File: src/rtl/mem_port_arbiter.sv
// mem_port_arbiter: shares one memory port between instruction fetch and load/store requesters.
// Define ARB_ROUND_ROBIN_EN for round-robin tie-breaking; default gives data priority over fetch.
module mem_port_arbiter #(
    parameter int DATA_WIDTH      = 32,
    parameter int BYTE_DATA_WIDTH = 4,
    parameter int TIMEOUT_CYCLES  = 256,
    parameter int TIMEOUT_BITS    = 9
) (
    input  logic                       clk,
    input  logic                       rst,
    input  logic                       inst_req,
    input  logic [DATA_WIDTH-1:0]      inst_addr,
    output logic                       inst_valid,
    output logic [DATA_WIDTH-1:0]      inst_data,
    input  logic                       data_req,
    input  logic                       data_we,
    input  logic [BYTE_DATA_WIDTH-1:0] byte_enable,
    input  logic [DATA_WIDTH-1:0]      data_addr,
    input  logic [DATA_WIDTH-1:0]      wdata,
    output logic                       data_valid,
    output logic [DATA_WIDTH-1:0]      rdata,
    output logic                       mem_req,
    output logic                       mem_we,
    output logic [BYTE_DATA_WIDTH-1:0] mem_be,
    output logic [DATA_WIDTH-1:0]      mem_addr,
    output logic [DATA_WIDTH-1:0]      mem_wdata,
    input  logic                       mem_valid,
    input  logic [DATA_WIDTH-1:0]      mem_rdata,
    output logic                       err
);

    typedef enum logic [1:0] {IDLE, BUSY, RESP} state_t;
    typedef enum logic {GRANT_INST, GRANT_DATA} grant_t;

    localparam logic [TIMEOUT_BITS-1:0] WD_LAST =
        TIMEOUT_BITS'((TIMEOUT_CYCLES > 0) ? TIMEOUT_CYCLES - 1 : 0);

    state_t                  state, state_next;
    grant_t                  winner;
    logic [TIMEOUT_BITS-1:0] wd_cnt;
    logic                    any_req;
    logic                    pick_data;
    logic                    timeout_hit;

    assign any_req     = inst_req | data_req;
    assign timeout_hit = (TIMEOUT_CYCLES > 0) && (wd_cnt == WD_LAST);

`ifdef ARB_ROUND_ROBIN_EN
    grant_t last_grant;

    // On a tie, serve whichever side was not granted last; reset favours data first.
    assign pick_data = data_req & (~inst_req | (last_grant == GRANT_INST));

    always_ff @(posedge clk or negedge rst) begin
        if (!rst)
            last_grant <= GRANT_INST;
        else if (state == IDLE && any_req)
            last_grant <= pick_data ? GRANT_DATA : GRANT_INST;
    end
`else
    assign pick_data = data_req;
`endif

    always_ff @(posedge clk or negedge rst) begin
        if (!rst)
            state <= IDLE;
        else
            state <= state_next;
    end

    // NOTE: state_next is defaulted before the case so no path leaves it unassigned (no latch).
    always_comb begin
        state_next = state;
        case (state)
            IDLE:    if (any_req) state_next = BUSY;
            BUSY:    if (mem_valid || timeout_hit) state_next = RESP;
            RESP:    state_next = IDLE;
            default: state_next = IDLE;
        endcase
    end

    // NOTE: every register here uses <= so all of them see the same pre-edge values.
    always_ff @(posedge clk or negedge rst) begin
        if (!rst) begin
            winner     <= GRANT_INST;
            wd_cnt     <= '0;
            mem_req    <= 1'b0;
            mem_we     <= 1'b0;
            mem_be     <= '0;
            mem_addr   <= '0;
            mem_wdata  <= '0;
            inst_valid <= 1'b0;
            inst_data  <= '0;
            data_valid <= 1'b0;
            rdata      <= '0;
            err        <= 1'b0;
        end else begin
            inst_valid <= 1'b0;
            data_valid <= 1'b0;
            err        <= 1'b0;
            case (state)
                IDLE: begin
                    if (any_req) begin
                        mem_req <= 1'b1;
                        wd_cnt  <= '0;
                        if (pick_data) begin
                            winner    <= GRANT_DATA;
                            mem_we    <= data_we;
                            mem_be    <= byte_enable;
                            mem_addr  <= data_addr;
                            mem_wdata <= wdata;
                        end else begin
                            winner    <= GRANT_INST;
                            mem_we    <= 1'b0;
                            mem_be    <= '1;
                            mem_addr  <= inst_addr;
                            mem_wdata <= '0;
                        end
                    end
                end
                BUSY: begin
                    // A real completion takes precedence over a watchdog expiry in the same cycle.
                    if (mem_valid) begin
                        mem_req <= 1'b0;
                        if (winner == GRANT_DATA) begin
                            rdata      <= mem_rdata;
                            data_valid <= 1'b1;
                        end else begin
                            inst_data  <= mem_rdata;
                            inst_valid <= 1'b1;
                        end
                    end else if (timeout_hit) begin
                        mem_req <= 1'b0;
                        err     <= 1'b1;
                        if (winner == GRANT_DATA) begin
                            rdata      <= '0;
                            data_valid <= 1'b1;
                        end else begin
                            inst_data  <= '0;
                            inst_valid <= 1'b1;
                        end
                    end else begin
                        wd_cnt <= wd_cnt + 1'b1;
                    end
                end
                default: ;
            endcase
        end
    end

endmodule

File: config.mk
export PLATFORM = sky130hd
export DESIGN_NAME = mem_port_arbiter
export DESIGN_NICKNAME = d
export VERILOG_FILES = /design/src/rtl/mem_port_arbiter.sv
export SDC_FILE = /design/constraint.sdc
export NUM_CORES = 1
export LEC_CHECK = 0
export CAP_MARGIN = 20
export CORE_ASPECT_RATIO = 2
export CORE_MARGIN = 2
export CORE_UTILIZATION = 40
export CTS_CLUSTER_SIZE = 12
export DETAILED_ROUTE_END_ITERATION = 8
export GPL_ROUTABILITY_DRIVEN = 0
export GPL_TIMING_DRIVEN = 1
export PLACE_DENSITY = 0.77
export SETUP_SLACK_MARGIN = 0.5
export SYNTH_ARGS = -nofsm -noshare
export SYNTH_HDL_FRONTEND = slang
export SYNTH_SLANG_ARGS = --single-unit
File: constraint.sdc
create_clock -name clk -period 2.6 [get_ports clk]
set_clock_uncertainty 0.05 [all_clocks]
set_input_delay 0.26 -clock clk [delete_from_list [all_inputs] [get_ports clk]]
set_output_delay 0.26 -clock clk [all_outputs]
set_load 0.01 [all_outputs]
### Word level (Yosys, flattened, before mapping)

Index checks and enable logic that the tools add are counted.

| cells by class | value |
|---|---|
| add/sub/neg operators | 1 |
| equal/unequal tests | 7 |
| mux-type cells | 35 |
| bitwise gates (word level) | 2 |
| reductions and logical operators | 10 |

Operators with widths:

| kind | number |
|---|---|
| 32-bit two-way mux | 10 |
| 9-bit two-way mux | 3 |
| 9-bit case mux with 2 select lines | 1 |
| 1-bit two-way mux | 16 |
| 9-bit by 1-bit adder with 9-bit output (second input constant) | 1 |
| 9-bit by 8-bit == test with 1-bit output (second input constant) | 1 |
| 3-bit AND reduction | 3 |
| 2-bit inequality test (second input constant) | 4 |
| 2-bit two-way mux | 2 |
| 4-bit two-way mux | 1 |
| 2-bit case mux with 2 select lines | 1 |
| 2-bit AND reduction | 2 |
| 4-bit AND reduction | 1 |
| 2-bit nonzero test | 2 |
| 3-bit inequality test (second input constant) | 1 |
| 2-bit by 1-bit == test with 1-bit output (second input constant) | 1 |
| 2-bit logical NOT | 1 |
| 1-bit case mux with 2 select lines | 1 |
| 1-bit logical OR | 1 |
| 1-bit inverter | 1 |
| 1-bit OR | 1 |

| word-level totals | value |
|---|---|
| bits in registers | 149 |
| bits of input ports | 138 |
| output and inout bits | 137 |
| word-level logic and storage cells | 68 |

### Depth between registers and ports, before layout

| depth | value |
|---|---|
| depth in word-level cells | 4 |
| mapped depth | 8 |
| mapped depth without buffers | 7 |

### Worst setup path before layout

OpenSTA, ideal clock, no wires.

| timing | value |
|---|---|
| path kind | register to register |
| from | reg wd_cnt[0] |
| to | reg wd_cnt[5] |
| library setup time | 0.078 ns |
| arrival | 2.161 ns |
| required time | 2.472 ns |
| setup slack | 0.312 ns |
| stages on the path, launching flop included | 9 |
| buffers on the path | 1 |
| cells stage by stage | dfrtp_1 -> ha_1 -> nand2_1 -> nor3_1 -> ha_1 -> or4b_1 -> clkbuf_2 -> or4_1 -> a21oi_1 |

| between the ends | value |
|---|---|
| cells in the longest elaborated chain, start to end | 4 |

Ends and longest elaborated chain:

| what | RTL line | source |
|---|---|---|
| start: declaration | 40 | `logic [TIMEOUT_BITS-1:0] wd_cnt;` |
| start signal: assignment | 143 | `wd_cnt <= wd_cnt + 1'b1;` |
| 9-bit by 1-bit adder with 9-bit output | 143 |  |
| 9-bit two-way mux | 132 | `end else if (timeout_hit) begin` |
| 9-bit two-way mux | 123 | `if (mem_valid) begin` |
| 9-bit case mux with 2 select lines | 101 | `case (state)` |

Several ways; a longest one is shown, not always the timed one. The select of a mux whose other input is x is not followed.
A chain may end at the register's enable or synchronous reset.

### Final worst setup path

| timing | value |
|---|---|
| from | reg wd_cnt[1] |
| to | reg wd_cnt[5] |

Same word-level chain as after synthesis.

==> flow_summary.ini <==
[critical_path]
worst_path_largest_cell_delay_ns = 0.58
worst_r2r_path_depth = 7
startpoint_class_of_the_critical_path = flop
path_cells = ha_4, nand2_4, nor3_4, ha_4, or4b_4, or4_1, a21oi_1
crit_path_frequent_cell = ha_4
critical_path.max_fanout = 5
arrival_ns = 2.43
worst-endpoint-required_ns = 2.88
timing.critical_path.slowest_stage_cell = or4b_4
startpoint_to_endpoint_class_of_the_critical_path = reg -> reg
critical_path.endpoint_type = flop

[floorplan]
initial_core_util_pct = 41.0
floorplan.core_area_mm2 = 0.0149
fp.dieH_um = 179
design.portCount = 275
floorplan.die.width_um = 91.4
dieArea_mm2 = 0.0163
num_rows = 63

[route]
via_count = 5028
starting_drc_count_in_detailed_routing = 201
ant_nets = 0
route.final.wire_length_um = 19500
post_drt_wl_per_cell_um = 20.0
detailedRoute.firstPassIterationCount = 6
drt-vias-per-instance = 5.18
remaining_drc_errors = 0

[clock_tree]
cts_made_buffers = 17
clock-sinks = 149
cts_htree_levels = 4
cts_max_path_buffers = 2
cts.reportedPaths.clkPinSlew_ns = 0.06
tritoncts = yes
worst_skew_pair.late_latency_ns = 0.41
clk_root_buffer_cell = clkbuf_16

[global_route]
largest_net_degree_at_the_start_of_global_routing = 69
grt_antenna_before_repair = 0
global_route_total_usage_across_every_layer_pct = 22.1
global_route.overflow_total = 0
via_count_of_the_first_global_routing_pass = 5354
wire_length_of_the_first_global_routing_pass_um = 28000

[yosys]
yosys.area.top_type_share_pct = 61.1
yosys-top-cells-area = dfrtp_1, mux2_2, mux2i_1, o21ai_0, a22o_1
netlist_top_cells_count = dfrtp_1, o21ai_0, mux2_2, mux2i_1, a22o_1
asyncSetResetFlopFracSynth_pct = 100
post-synth-top-area-cell = dfrtp_1
post_synthesis_mean_instance_area_um2 = 13.1
edff_count_synth = 0
yosys_most_used_dff = dfrtp_1
synth_sequential_area_ratio_pct = 61.1
postSynthCellCount = 467
synth.ff_latch_count = 149
post-synth-top-count-cell = dfrtp_1
ys_types = 36
yosys_warn_count = 0
synthesis.nets = 607
synth_area_mm2 = 0.00610

[run]
drv_cap = 0

[pwr]
netSwitchingFraction_pct = 30.7
switching_power_mw = 3.69
p_leak_nw = 4.59
p_comb_share_pct = 44.7
power_frac_clock_pct = 21.8
power.density_mw_per_mm2 = 1150
power.share.sequential_pct = 33.5
p_int_mw = 8.33
ir_worst_vdd_uv = 613

[sta]
slew_violations = 0
max_clock_freq_ghz = 0.466
min_period_ns = 2.15
worst_slew_pin_slew_ns = 0.680
maxSlewHeadroom_pct = 54.6
rsz_0062_raised_after_global_routing = true
final-setup-viol-count = 0
final-hold-violation-count = 0
timing.setup.tns_ns = 0
final.period_utilization_pct = 82.6

[finish]
final_net_count = 906
core_util_final_pct = 70.0
nFillCells = 1021
antenna_cells_inserted = 0
layout_cell_share_with_drive_strength_beyond_1_pct = 19.5
area_growth_syn_to_layout_pct = 70.7

[run_status]
outcome = completed

[min_path]
min_path_type = in -> async

[placement]
dpl.hpwl_um = 12500
port_buffers = 274
-- cell usage in the layout, fill, tap and decap left out, drive strengths merged, types with 3 or more instances in the layout --
cell type | netlist | layout
mux2i | 36 | 36
dfrtp | 149 | 149
nor2 | 5 | 5
bufinv | 0 | 5
inv | 5 | 5
a22o | 33 | 33
o22a | 4 | 4
mux2 | 64 | 64
clkinv | 0 | 4
buf | 9 | 35
and2 | 33 | 33
nand2 | 6 | 6
a21oi | 3 | 3
o21ai | 71 | 71
clkdlybuf4s50 | 0 | 272
clkbuf | 24 | 23
-- critical path, delay by kind of cell (launching register included) --
kind                     cells  cell delay [ns]
adder cells (fa/ha/maj)      2             0.36
AND/OR/NAND/NOR              4             1.10
AO/OA/AOI/OAI                1             0.13
flip-flops                   1             0.41
-- path summary, 6_finish.rpt --
| check | startpoint | to | slack (ns) |
|---|---|---|---|
| setup / recovery | wd_cnt[1] | wd_cnt[5] | 0.45 |
| max in group asynchronous | rst | mem_wdata[7] | 1.38 |
| min in group clk | data_req | state[0] | 0.32 |
| hold / removal | rst | mem_be[1] | 0.31 |
| hold reg to reg | mem_be[1] | mem_be[1] | 0.44 |
| setup reg to reg | wd_cnt[1] | wd_cnt[5] | 0.45 |
-- state kept, by name, indices dropped and copies added, names as in the netlist, 2 cells and up --
signal	cells
inst_data	32
mem_addr	32
mem_wdata	32
rdata	32
wd_cnt	9
mem_be	4
state	2
-- logic make-up after synthesis --
kind of cell | share of synthesized area (%)
DFF | 61.1
adders and majority gates | 0.410
buffers and inverters | 2.52
AOI/OAI and AO/OA | 12.2
muxes | 17.7
and+or+nand+nor | 6.07
-- power by group through the flow --
| stage | clock (mW) | combinational [mW] | sequential (mW) |
|---|---|---|---|
| global placement | 0 | 4.60 | 3.95 |
| global route | 2.76 | 5.70 | 4.13 |
| CTS | 2.67 | 4.91 | 3.98 |
| detailed placement | 0 | 4.70 | 4.00 |
| floorplan | 0 | 1.49 | 4.37 |
| finish | 2.62 | 5.37 | 4.03 |
-- metrics by stage --
step	hold slack, ns	worst slack (ns)	total power, mW	std cells	cell area (µm²)
6_report	0.312	0.452	12.0	971	10400
5_1_grt	0.346	0.351	12.6	971	10400
4_1_cts	0.303	0.442	11.6	957	9990
3_5_place_dp	0.178	0.241	8.70	913	9130
3_3_place_gp	0.170	0.321	8.55	913	9130
2_1_floorplan	-0.0856	0.416	5.87	467	6140
-- timing repair --
action | in CTS | in global routing
setup buffers | 11 | 8
endpoints found under the setup margin | 73 | 71
hold buffers | 1 | 0
endpoints found under the hold margin | 47 | 0
pin swaps | 2 | 3
gates cloned | 3 | 6
gates resized for setup | 15 | 64
-- final cells by class --
class                      instances  area (µm²)  area share (%)
clock buffer                      19         443            4.25
timing repair buffer             312        3250            31.2
tap                              195         244            2.34
multi-input combinational        281        2560            24.6
clock inverter                    10         181            1.74
inverter                           5        18.8           0.180
sequential                       149        3730            35.8
-- layer usage --
| metal | global-route usage [%] | vias to the layer above | part of all wire (%) |
|---|---|---|---|
| met5 | 0 | - | 0 |
| met4 | 9.85 | 0 | 2.6 |
| met3 | 5.63 | 35 | 4.9 |
| met2 | 42.5 | 221 | 58 |
| met1 | 22.0 | 2492 | 35 |
| li1 | - | 2280 | - |
Note: power is estimated with default switching activity, not from simulation.
